File: src/rtl/instr_prefetch_buf_if.sv
// Core fetch port, instruction memory port and performance counters of instr_prefetch_buf.
// slave: the prefetch buffer side; master: the core/memory environment side.
interface instr_prefetch_buf_if;
   logic        core_req_i;
   logic [31:0] core_addr_i;
   logic        core_gnt_o;
   logic        core_rvalid_o;
   logic [31:0] core_rdata_o;
   logic        mem_req_o;
   logic [31:0] mem_addr_o;
   logic        mem_rvalid_i;
   logic [31:0] mem_rdata_i;
   logic [31:0] hit_cnt_o;
   logic [31:0] miss_cnt_o;

   modport slave (
      input  core_req_i, core_addr_i, mem_rvalid_i, mem_rdata_i,
      output core_gnt_o, core_rvalid_o, core_rdata_o, mem_req_o, mem_addr_o,
      output hit_cnt_o, miss_cnt_o
   );

   modport master (
      output core_req_i, core_addr_i, mem_rvalid_i, mem_rdata_i,
      input  core_gnt_o, core_rvalid_o, core_rdata_o, mem_req_o, mem_addr_o,
      input  hit_cnt_o, miss_cnt_o
   );
endinterface

File: src/rtl/instr_prefetch_buf.sv
// Sequential instruction prefetch buffer: a Depth-entry FIFO of {word address, data} fed by a
// fixed 1-cycle-latency memory port. A fetch that misses flushes the buffer and restarts
// prefetching at the missed address; the missed word is returned by bypass one cycle later.
// Optional hit/miss counters are built when PREFETCH_PERF_CNT_EN is defined.
module instr_prefetch_buf #(
   parameter int unsigned Depth = 4
) (
   input logic             clk_i,
   input logic             rst_ni,
   instr_prefetch_buf_if.slave bus
);
   localparam int unsigned PtrW = $clog2(Depth);
   localparam int unsigned CntW = $clog2(Depth + 1);
   localparam logic [CntW-1:0] DepthCnt = CntW'(Depth);
   localparam logic [CntW:0]   DepthOcc = (CntW + 1)'(Depth);

   typedef logic [29:0] waddr_t;

   waddr_t          buf_addr_q [Depth];
   logic [31:0]     buf_data_q [Depth];
   logic [PtrW-1:0] head_q, tail_q;
   logic [CntW-1:0] count_q;
   logic            inflight_valid_q;
   waddr_t          inflight_addr_q;
   logic            pf_valid_q;
   waddr_t          pf_addr_q;
   logic            rvalid_q;
   logic [31:0]     rdata_q;

   waddr_t          req_addr;
   logic            hit_head, hit_bypass, hit, miss, prefetch, push, pop, mem_req;
   logic [CntW:0]   occupancy;
   waddr_t          mem_waddr;
   logic            unused_addr_lsb;

   assign unused_addr_lsb = ^bus.core_addr_i[1:0];

   // Hit/miss decode, prefetch throttling and memory request selection.
   always_comb begin
      req_addr   = bus.core_addr_i[31:2];
      hit_head   = bus.core_req_i && (count_q != '0) && (buf_addr_q[head_q] == req_addr);
      hit_bypass = bus.core_req_i && (count_q == '0) && bus.mem_rvalid_i && inflight_valid_q &&
                   (inflight_addr_q == req_addr);
      hit        = hit_head || hit_bypass;
      // Gated by reset so mem_req_o drops immediately while reset is held.
      miss       = bus.core_req_i && !hit && rst_ni;
      // Entries held after this cycle: the in-flight word lands either in the FIFO or is consumed.
      occupancy  = {1'b0, count_q} + (CntW + 1)'(inflight_valid_q) - (CntW + 1)'(hit);
      prefetch   = !miss && pf_valid_q && (occupancy < DepthOcc);
      mem_req    = miss || prefetch;
      mem_waddr  = miss ? req_addr : pf_addr_q;
      push       = inflight_valid_q && bus.mem_rvalid_i && !hit_bypass && !miss;
      pop        = hit_head;
   end

   assign bus.core_gnt_o    = hit;
   assign bus.core_rvalid_o = rvalid_q;
   assign bus.core_rdata_o  = rdata_q;
   assign bus.mem_req_o     = mem_req;
   assign bus.mem_addr_o    = mem_req ? {mem_waddr, 2'b00} : 32'h0;

   // FIFO pointers and occupancy; a miss flushes everything.
   always_ff @(posedge clk_i or negedge rst_ni) begin
      if (!rst_ni) begin
         head_q  <= '0;
         tail_q  <= '0;
         count_q <= '0;
      end else if (miss) begin
         head_q  <= '0;
         tail_q  <= '0;
         count_q <= '0;
      end else begin
         if (pop)  head_q <= head_q + PtrW'(1);
         if (push) tail_q <= tail_q + PtrW'(1);
         if (push && !pop)      count_q <= count_q + CntW'(1);
         else if (pop && !push) count_q <= count_q - CntW'(1);
      end
   end

   // FIFO storage; contents are only meaningful below count_q, so no reset is needed.
   always_ff @(posedge clk_i) begin
      if (push) begin
         buf_addr_q[tail_q] <= inflight_addr_q;
         buf_data_q[tail_q] <= bus.mem_rdata_i;
      end
   end

   // Outstanding memory request and next sequential prefetch address (wraps modulo 2^30 words).
   always_ff @(posedge clk_i or negedge rst_ni) begin
      if (!rst_ni) begin
         inflight_valid_q <= 1'b0;
         inflight_addr_q  <= '0;
         pf_valid_q       <= 1'b0;
         pf_addr_q        <= '0;
      end else begin
         inflight_valid_q <= mem_req;
         inflight_addr_q  <= mem_waddr;
         if (miss) begin
            pf_valid_q <= 1'b1;
            pf_addr_q  <= req_addr + 30'd1;
         end else if (prefetch) begin
            pf_addr_q  <= pf_addr_q + 30'd1;
         end
      end
   end

   // Core response: data valid the cycle after a grant, held otherwise.
   always_ff @(posedge clk_i or negedge rst_ni) begin
      if (!rst_ni) begin
         rvalid_q <= 1'b0;
         rdata_q  <= '0;
      end else begin
         rvalid_q <= hit;
         if (hit) rdata_q <= hit_head ? buf_data_q[head_q] : bus.mem_rdata_i;
      end
   end

   overflow_chk: assert property (@(posedge clk_i) disable iff (!rst_ni)
                                  !(push && !pop && count_q == DepthCnt));

`ifdef PREFETCH_PERF_CNT_EN
   logic [31:0] hit_cnt_q, miss_cnt_q;
   logic        last_req_q;
   waddr_t      last_addr_q;
   logic        miss_first;

   // A miss is counted once: on a fresh request or when the requested address changes.
   assign miss_first = miss && (!last_req_q || (last_addr_q != req_addr));

   // Saturating hit/miss counters.
   always_ff @(posedge clk_i or negedge rst_ni) begin
      if (!rst_ni) begin
         hit_cnt_q   <= '0;
         miss_cnt_q  <= '0;
         last_req_q  <= 1'b0;
         last_addr_q <= '0;
      end else begin
         last_req_q  <= bus.core_req_i;
         last_addr_q <= req_addr;
         if (hit && hit_cnt_q != 32'hFFFF_FFFF)         hit_cnt_q  <= hit_cnt_q + 32'd1;
         if (miss_first && miss_cnt_q != 32'hFFFF_FFFF) miss_cnt_q <= miss_cnt_q + 32'd1;
      end
   end

   assign bus.hit_cnt_o  = hit_cnt_q;
   assign bus.miss_cnt_o = miss_cnt_q;
`else
   assign bus.hit_cnt_o  = 32'h0;
   assign bus.miss_cnt_o = 32'h0;
`endif
endmodule

File: src/flat_wrapper.sv
// flat-port wrapper written by rule: the top's interface ports become plain ports
module instr_prefetch_buf_flat 
#(
   parameter int unsigned Depth = 4
)
  (clk_i, rst_ni, bus_core_req_i, bus_core_addr_i, bus_mem_rvalid_i, bus_mem_rdata_i, bus_core_gnt_o, bus_core_rvalid_o, bus_core_rdata_o, bus_mem_req_o, bus_mem_addr_o, bus_hit_cnt_o, bus_miss_cnt_o);
  instr_prefetch_buf_if bus_i ();
  input logic clk_i;
  input logic rst_ni;
  input wire logic [$bits(bus_i.core_req_i)-1:0] bus_core_req_i;
  input wire logic [$bits(bus_i.core_addr_i)-1:0] bus_core_addr_i;
  input wire logic [$bits(bus_i.mem_rvalid_i)-1:0] bus_mem_rvalid_i;
  input wire logic [$bits(bus_i.mem_rdata_i)-1:0] bus_mem_rdata_i;
  output wire logic [$bits(bus_i.core_gnt_o)-1:0] bus_core_gnt_o;
  output wire logic [$bits(bus_i.core_rvalid_o)-1:0] bus_core_rvalid_o;
  output wire logic [$bits(bus_i.core_rdata_o)-1:0] bus_core_rdata_o;
  output wire logic [$bits(bus_i.mem_req_o)-1:0] bus_mem_req_o;
  output wire logic [$bits(bus_i.mem_addr_o)-1:0] bus_mem_addr_o;
  output wire logic [$bits(bus_i.hit_cnt_o)-1:0] bus_hit_cnt_o;
  output wire logic [$bits(bus_i.miss_cnt_o)-1:0] bus_miss_cnt_o;
  assign bus_i.core_req_i = bus_core_req_i;
  assign bus_i.core_addr_i = bus_core_addr_i;
  assign bus_i.mem_rvalid_i = bus_mem_rvalid_i;
  assign bus_i.mem_rdata_i = bus_mem_rdata_i;
  assign bus_core_gnt_o = bus_i.core_gnt_o;
  assign bus_core_rvalid_o = bus_i.core_rvalid_o;
  assign bus_core_rdata_o = bus_i.core_rdata_o;
  assign bus_mem_req_o = bus_i.mem_req_o;
  assign bus_mem_addr_o = bus_i.mem_addr_o;
  assign bus_hit_cnt_o = bus_i.hit_cnt_o;
  assign bus_miss_cnt_o = bus_i.miss_cnt_o;
  instr_prefetch_buf #(.Depth(Depth)) u_core (.clk_i(clk_i), .rst_ni(rst_ni), .bus(bus_i));
endmodule
File: config.mk
export PLATFORM = sky130hd
export DESIGN_NAME = instr_prefetch_buf_flat
export DESIGN_NICKNAME = d
export VERILOG_FILES = /design/src/rtl/instr_prefetch_buf_if.sv /design/src/rtl/instr_prefetch_buf.sv /design/src/flat_wrapper.sv
export SDC_FILE = /design/constraint.sdc
export NUM_CORES = 1
export LEC_CHECK = 0
export BUFFER_PORTS_ARGS = -buffer_cell sky130_fd_sc_hd__buf_4
export CAP_MARGIN = 10
export CORE_MARGIN = 2
export CORE_UTILIZATION = 43
export CTS_CLUSTER_DIAMETER = 80
export DETAILED_ROUTE_END_ITERATION = 16
export GPL_TIMING_DRIVEN = 0
export SLEW_MARGIN = 20
export SYNTH_ARGS = -nofsm -noshare
export SYNTH_HDL_FRONTEND = slang
export SYNTH_SLANG_ARGS = --single-unit
File: constraint.sdc
create_clock -name clk_i -period 4.53 [get_ports clk_i]
set_input_delay 0.453 -clock clk_i [delete_from_list [all_inputs] [get_ports clk_i]]
set_output_delay 0.453 -clock clk_i [all_outputs]
set_load 0.02 [all_outputs]
Word-level counts from Yosys, hierarchy flattened
Memories as Yosys holds them, arrays and structs flattened.
Cells that the tools add are included.

operators by class
  $add $sub $neg = 8
  multiplexer cells = 14
  magnitude comparators = 1
  reductions and logical operators = 28
  eq/ne operators = 2

operators by type and width
  operator                                            count
  two-way mux 30 bit                                  3
  two-way mux 32 bit                                  2
  adder 30 x 1 -> 30 bit, second input constant       2
  == test 30 bit                                      2
  logical AND 1 bit                                   15
  two-way mux 3 bit                                   3
  two-way mux 2 bit                                   4
  nonzero test 2 bit                                  3
  nonzero test 3 bit                                  2
  logical NOT 1 bit                                   5
  adder 2 x 1 -> 2 bit, second input constant         2
  adder 3 x 1 -> 4 bit                                1
  < comparator 4 x 3 -> 1 bit, second input constant  1
  subtractor 4 x 1 -> 4 bit                           1
  adder 3 x 1 -> 3 bit, second input constant         1
  logical NOT 3 bit                                   1
  subtractor 3 x 1 -> 3 bit, second input constant    1
  logical OR 1 bit                                    2
  two-way mux 1 bit                                   2

word-level totals
  flip-flop bits (word level) = 102
  memories = 2
  input port bits = 68
  output and inout port bits = 131
  logic and storage cells = 64
  RAM bits = 248

memories
  memory             words  bits a word  read ports  clocked after Yosys merged registers in  wr ports  RTL line                  RTL
  u_core.buf_data_q  4      32           1           0                                        1         instr_prefetch_buf.sv:20  logic [31:0] buf_data_q [Depth];
  u_core.buf_addr_q  4      30           1           0                                        1         instr_prefetch_buf.sv:19  waddr_t buf_addr_q [Depth];

Depth between registers and ports, before layout
  depth after elaboration = 16
  gate-level depth with buffers = 24
  depth with buffers taken out = 19

Worst setup path before layout
No wires, ideal clock.

  path kind = input port to flip-flop
  from = input bus_core_addr_i[13]
  to = memory u_core.buf_addr_q[0][0] (netlist name), enable pin
  path buffers = 6
  required time = 4.103 ns
  library setup time = 0.427 ns
  arrival time = 4.196 ns
  cell stages on the path = 13
  path slack = -0.093 ns
  cell sequence = clkbuf_1 > xor2_1 > nor4_1 > nand2_1 > or4_1 > clkbuf_1 > and3_1 > clkbuf_1 > o21ai_2 > buf_6 > buf_4 > buf_2 > and3_1

on the way
  cells in the longest elaborated chain, start to end = 10
  elaborated cells on any way between the ends = 14
  classes of those cells = eq/ne: 2; mux: 2; reduce/logical: 10

ends and longest elaborated chain
  item                                       RTL line                                            RTL
  start: declaration                         flat_wrapper.sv:11                                  input wire logic [$bits(bus_i.core_addr_i)-1:0] bus_core_addr_i;
  == test 30 bit (on tied branches)          instr_prefetch_buf.sv:41, instr_prefetch_buf.sv:43
  logical AND 1 bit (on tied branches)       instr_prefetch_buf.sv:41, instr_prefetch_buf.sv:42
  logical OR 1 bit                           instr_prefetch_buf.sv:44                            hit = hit_head || hit_bypass;
  logical NOT 1 bit                          instr_prefetch_buf.sv:46                            miss = bus.core_req_i && !hit && rst_ni;
  logical AND 1 bit (2 in series)            instr_prefetch_buf.sv:46
  logical NOT 1 bit                          instr_prefetch_buf.sv:52                            push = inflight_valid_q && bus.mem_rvalid_i && !hit_bypass && !miss;
  logical AND 1 bit *                        instr_prefetch_buf.sv:52
  two-way mux 1 bit *                        instr_prefetch_buf.sv:82                            if (push) begin
  two-way mux 1 bit (not written as such) *  instr_prefetch_buf.sv:83                            buf_addr_q[tail_q] <= inflight_addr_q;
  end: declaration                           instr_prefetch_buf.sv:19

Every way passes the cells marked *; elsewhere a longest branch is shown, timed or not.

Worst setup path after layout
  from = register u_core.head_q[0]
  to = output bus_mem_addr_o[24]

on the way
  cells in the longest elaborated chain, start to end = 12
  elaborated cells on any way between the ends = 15
  classes of those cells = add/sub: 1; order compare: 1; eq/ne: 1; mux: 2; reduce/logical: 9; memory: 1

ends and longest elaborated chain
  item                                                                               RTL line                  RTL
  start: declaration                                                                 instr_prefetch_buf.sv:21  logic [PtrW-1:0] head_q, tail_q;
  start signal: assignment                                                           instr_prefetch_buf.sv:73  if (pop) head_q <= head_q + PtrW'(1);
  memory read (4 x 30 bit) *                                                         --
  == test 30 bit *                                                                   instr_prefetch_buf.sv:41  hit_head = bus.core_req_i && (count_q != '0) && (buf_addr_q[head_q] == req_addr);
  logical AND 1 bit *                                                                instr_prefetch_buf.sv:41
  logical OR 1 bit *                                                                 instr_prefetch_buf.sv:44
  parallel branches: the longest is 7 deep, another holds subtractor 4 x 1 -> 4 bit  --
  two-way mux 32 bit *                                                               instr_prefetch_buf.sv:60  assign bus.mem_addr_o = mem_req ? {mem_waddr, 2'b00} : 32'h0;
  end: declaration                                                                   flat_wrapper.sv:18        output wire logic [$bits(bus_i.mem_addr_o)-1:0] bus_mem_addr_o;

Every way passes the cells marked *.

==> results.toml <==
[synthesis]
avgSynthCellArea_sq_um = 13.49
ys_seq_area_share_pct = 62.28
synth_edf_count = 248
synthesis.instances = 1190
synth_cell_types = 56
yosysWarnings = 0
synthArstFlopShare_pct = 29.14
syn-cell-area_sq_mm = 0.01606
ys_seq_elements = 350
synthFlopType = "edfxtp_1"

[timing]
rsz0062_at_grt = "yes"
hold_violations = 0
setup_slack_ns = -0.4852
min_period_over_period_pct = 110.7
report.final.slew_viol_count = 0
finalSetupViolations = 37
max_freq_mhz = 199.4
tightest_slew_ns = 0.8693
whs_ns = 0.1440
finalSetupTns_ns = -15.62
fin_skew_ns = 0.01549
slew_headroom_pct = 41.83
post-route-min-period_ns = 5.015

[cells_and_area]
final_cell_mix = "248 x edfxtp_1, 204 x buf_4, 157 x nand2_1"
n_antenna_cell = 0
instances_no_fill = 1979
synthToLayoutAreaGrowth_pct = 27.90
final_common_cell = "edfxtp_1"
layout.nets = 1558
fin_util_pct = 55.96
layout-drive-gt1-share_pct = 31.77

[pwr]
p_sw_share_pct = 30.70
power_switching_uw = 3111
pwr-share-comb_pct = 27.3
clkPwrFrac_pct = 30.6
leakage_uw = 0.008194
vdd_drop_max_mv = 0.5294
power_frac_seq_pct = 42.1
p_int_uw = 7023
powerDensity_mw_per_mm2 = 493.4

[placement]
place_congestion = 0.9410
port_buffers = 114
dp.cells = 1843
dpl.hpwl_um = 29320
place_ws_ns = -1.891

[clocking]
path_clk_slew_ns = 0.06
htreeDepth = 2
cts_max_path_buffers = 3
cts_made_buffers = 39
cts.sinks = 350
insertion_delay_ns = 0.52
clockRootBuffer = "clkbuf_16"
cts_tree = "done"

[flow_run]
max_cap_violations = 0

[status]
violations = "setup timing"
status = "finished with violations"

[floorplanning]
row_count = 70
die_w_um = 197.2
dieArea_sq_mm = 0.03890
ios = 199
core_sq_mm = 0.03670
die_height_um = 197.2
start_util_pct = 43.75

[setup_path]
critPathCaptureType = "output port"
critPathMaxStageDelay_ns = 0.54
crit_chain = "buf_6 > buf_12 > mux4_2 > xnor2_2 > nand4_1 > nor4b_4 > buf_4 > nand3_4 > nand2_4 > ha_4 > inv_2 > ha_4 > a31oi_4 > nor3b_2 > o21a_4 > nor2_4 > inv_4 > clkbuf_8 > and2_4 > buf_6"
reg2reg_depth = 25
crit_required_ns = 4.08
cpLargestDelayFamily = "simple AND/OR/NAND/NOR gates"
crit_buf_inv = 7
cp.depth = 20
cp_slowest_cell = "mux4_2"
worstPathArrival_ns = 4.56
path_class = "reg2out"
start_kind = "flop"
critPathMaxFanout = 7

[global_routing]
grt_overflow = 0
antenna_found_initial = 0
grt_pass1_vias = 10379
grt_pass1_wl_um = 64150
grt_start_max_net_pins = 69
grt.total_usage_pct = 22.05

[route]
num_vias = 10575
routedWlPerCell_um = 21.82
drtIter0Drc = 728
drt_pass1_iterations = 7
wl_um = 43180
vias_per_cell = 5.344
ant_nets = 0
route.detailed.drc = 0

[hold_path]
min_path_cells = 1
hold_class = "in2reg"
## sequential cells by signal, summed over array words and instances, names as in the netlist
register and cells:
u_core.buf_data_q 128, u_core.buf_addr_q 120, u_core.bus.core_rdata_o 32, u_core.inflight_addr_q 30, u_core.pf_addr_q 30, u_core.count_q 3, u_core.head_q 2, u_core.tail_q 2
u_core.bus.core_rvalid_o 1, u_core.inflight_valid_q 1, u_core.pf_valid_q 1
## repair_timing
item | in CTS | in global routing
buffers inserted | 37 | 23
hold endpoints to repair | 38 | 0
hold buffers | 1 | 0
endpoints found under the setup margin | 343 | 148
gates resized for setup | 157 | 56
gates cloned | 5 | 0
pin swaps | 26 | 25
## cell usage after synthesis (all sizes together) (2+ instances only)
library cell / count / area (sq um)
edfxtp: 248 / 7447
nand2: 164 / 615.6
dfrtp: 102 / 2552
buf: 91 / 651.9
mux2i: 54 / 540.5
mux4: 53 / 1194
nor2: 53 / 198.9
xor2: 48 / 420.4
xnor2: 47 / 411.6
clkbuf: 39 / 146.4
nand3: 36 / 180.2
a22oi: 35 / 262.8
inv: 33 / 123.9
o21ai: 25 / 128.9
and2: 22 / 137.6
nand4: 20 / 131.4
nor4: 14 / 93.84
and3: 13 / 81.33
a21oi: 10 / 50.05
nor3: 10 / 50.05
ha: 9 / 112.6
a31oi: 5 / 31.28
and4: 5 / 43.79
nand2b: 5 / 31.28
nor2b: 5 / 31.28
mux2: 4 / 45.04
o22ai: 4 / 25.02
a211o: 3 / 26.28
o2111ai: 3 / 26.28
o21a: 3 / 22.52
or3: 3 / 18.77
a31o: 2 / 17.52
and4b: 2 / 20.02
nor3b: 2 / 15.01
nor4b: 2 / 23.77
o211a: 2 / 20.02
o2bb2ai: 2 / 17.52
o31ai: 2 / 15.01
## path summary, 6_finish.rpt
check,slack [ns],to,startpoint
min reg2reg,0.46,u_core.bus.core_rdata_o[22],u_core.bus.core_rdata_o[22]
min,0.14,u_core.buf_data_q[0][9],bus_mem_rdata_i[9]
max in group asynchronous,3.39,u_core.pf_addr_q[2],rst_ni
max,-0.49,bus_mem_addr_o[24],u_core.head_q[0]
min in group asynchronous,0.42,u_core.bus.core_rdata_o[9],rst_ni
max reg2reg,-0.31,u_core.pf_addr_q[20],u_core.head_q[0]
## per-layer routing
layer	global-route usage [%]	up-vias	wire (um)
li1	-	4806	-
met1	30.28	5266	18310
met2	37.52	432	21300
met3	2.885	71	2620
met4	5.096	0	958
met5	0	-	0
## stage by stage
| stage | total power (uW) | instance area, sq um |
|---|---|---|
| 2_1_floorplan | 5498 | 16310 |
| 3_3_place_gp | 6316 | 17750 |
| 3_5_place_dp | 6366 | 17890 |
| 4_1_cts | 10110 | 20160 |
| 5_1_grt | 10550 | 20540 |
| 6_report | 10130 | 20540 |
## power groups by stage
stage	clock network, uW	registers [uW]	logic [uW]
floorplan	0	4200	1300
global placement	0	4300	2010
detailed placement	0	4310	2060
CTS	3170	4250	2690
global route	3300	4300	2950
finish	3110	4260	2760
## layout make-up
class                      instances  area (sq um)
fill                            3062         16160
timing repair buffer             183          1632
buffer                           128          1005
inverter                          33         126.4
tap                              468         585.6
multi-input combinational        745          5913
clock buffer                      59          1142
sequential                       350         10000
clock inverter                    13         132.6
## cell families (layout without fill, tap and decap cells)
family / after synthesis / count (layout) / synth area share (%)
AND/OR/NAND/NOR: 359 / 362 / 10.57
buffers and inverters: 163 / 416 / 5.743
flip-flops: 350 / 350 / 62.28
multiplexers: 111 / 111 / 11.08
other: 1 / 66 / 0.02335
XOR/XNOR: 95 / 95 / 5.182
AO/OA/AOI/OAI: 101 / 101 / 4.302
adder cells (fa/ha/maj): 10 / 10 / 0.8260
No activity file was read; power rests on OpenSTA's default activity.
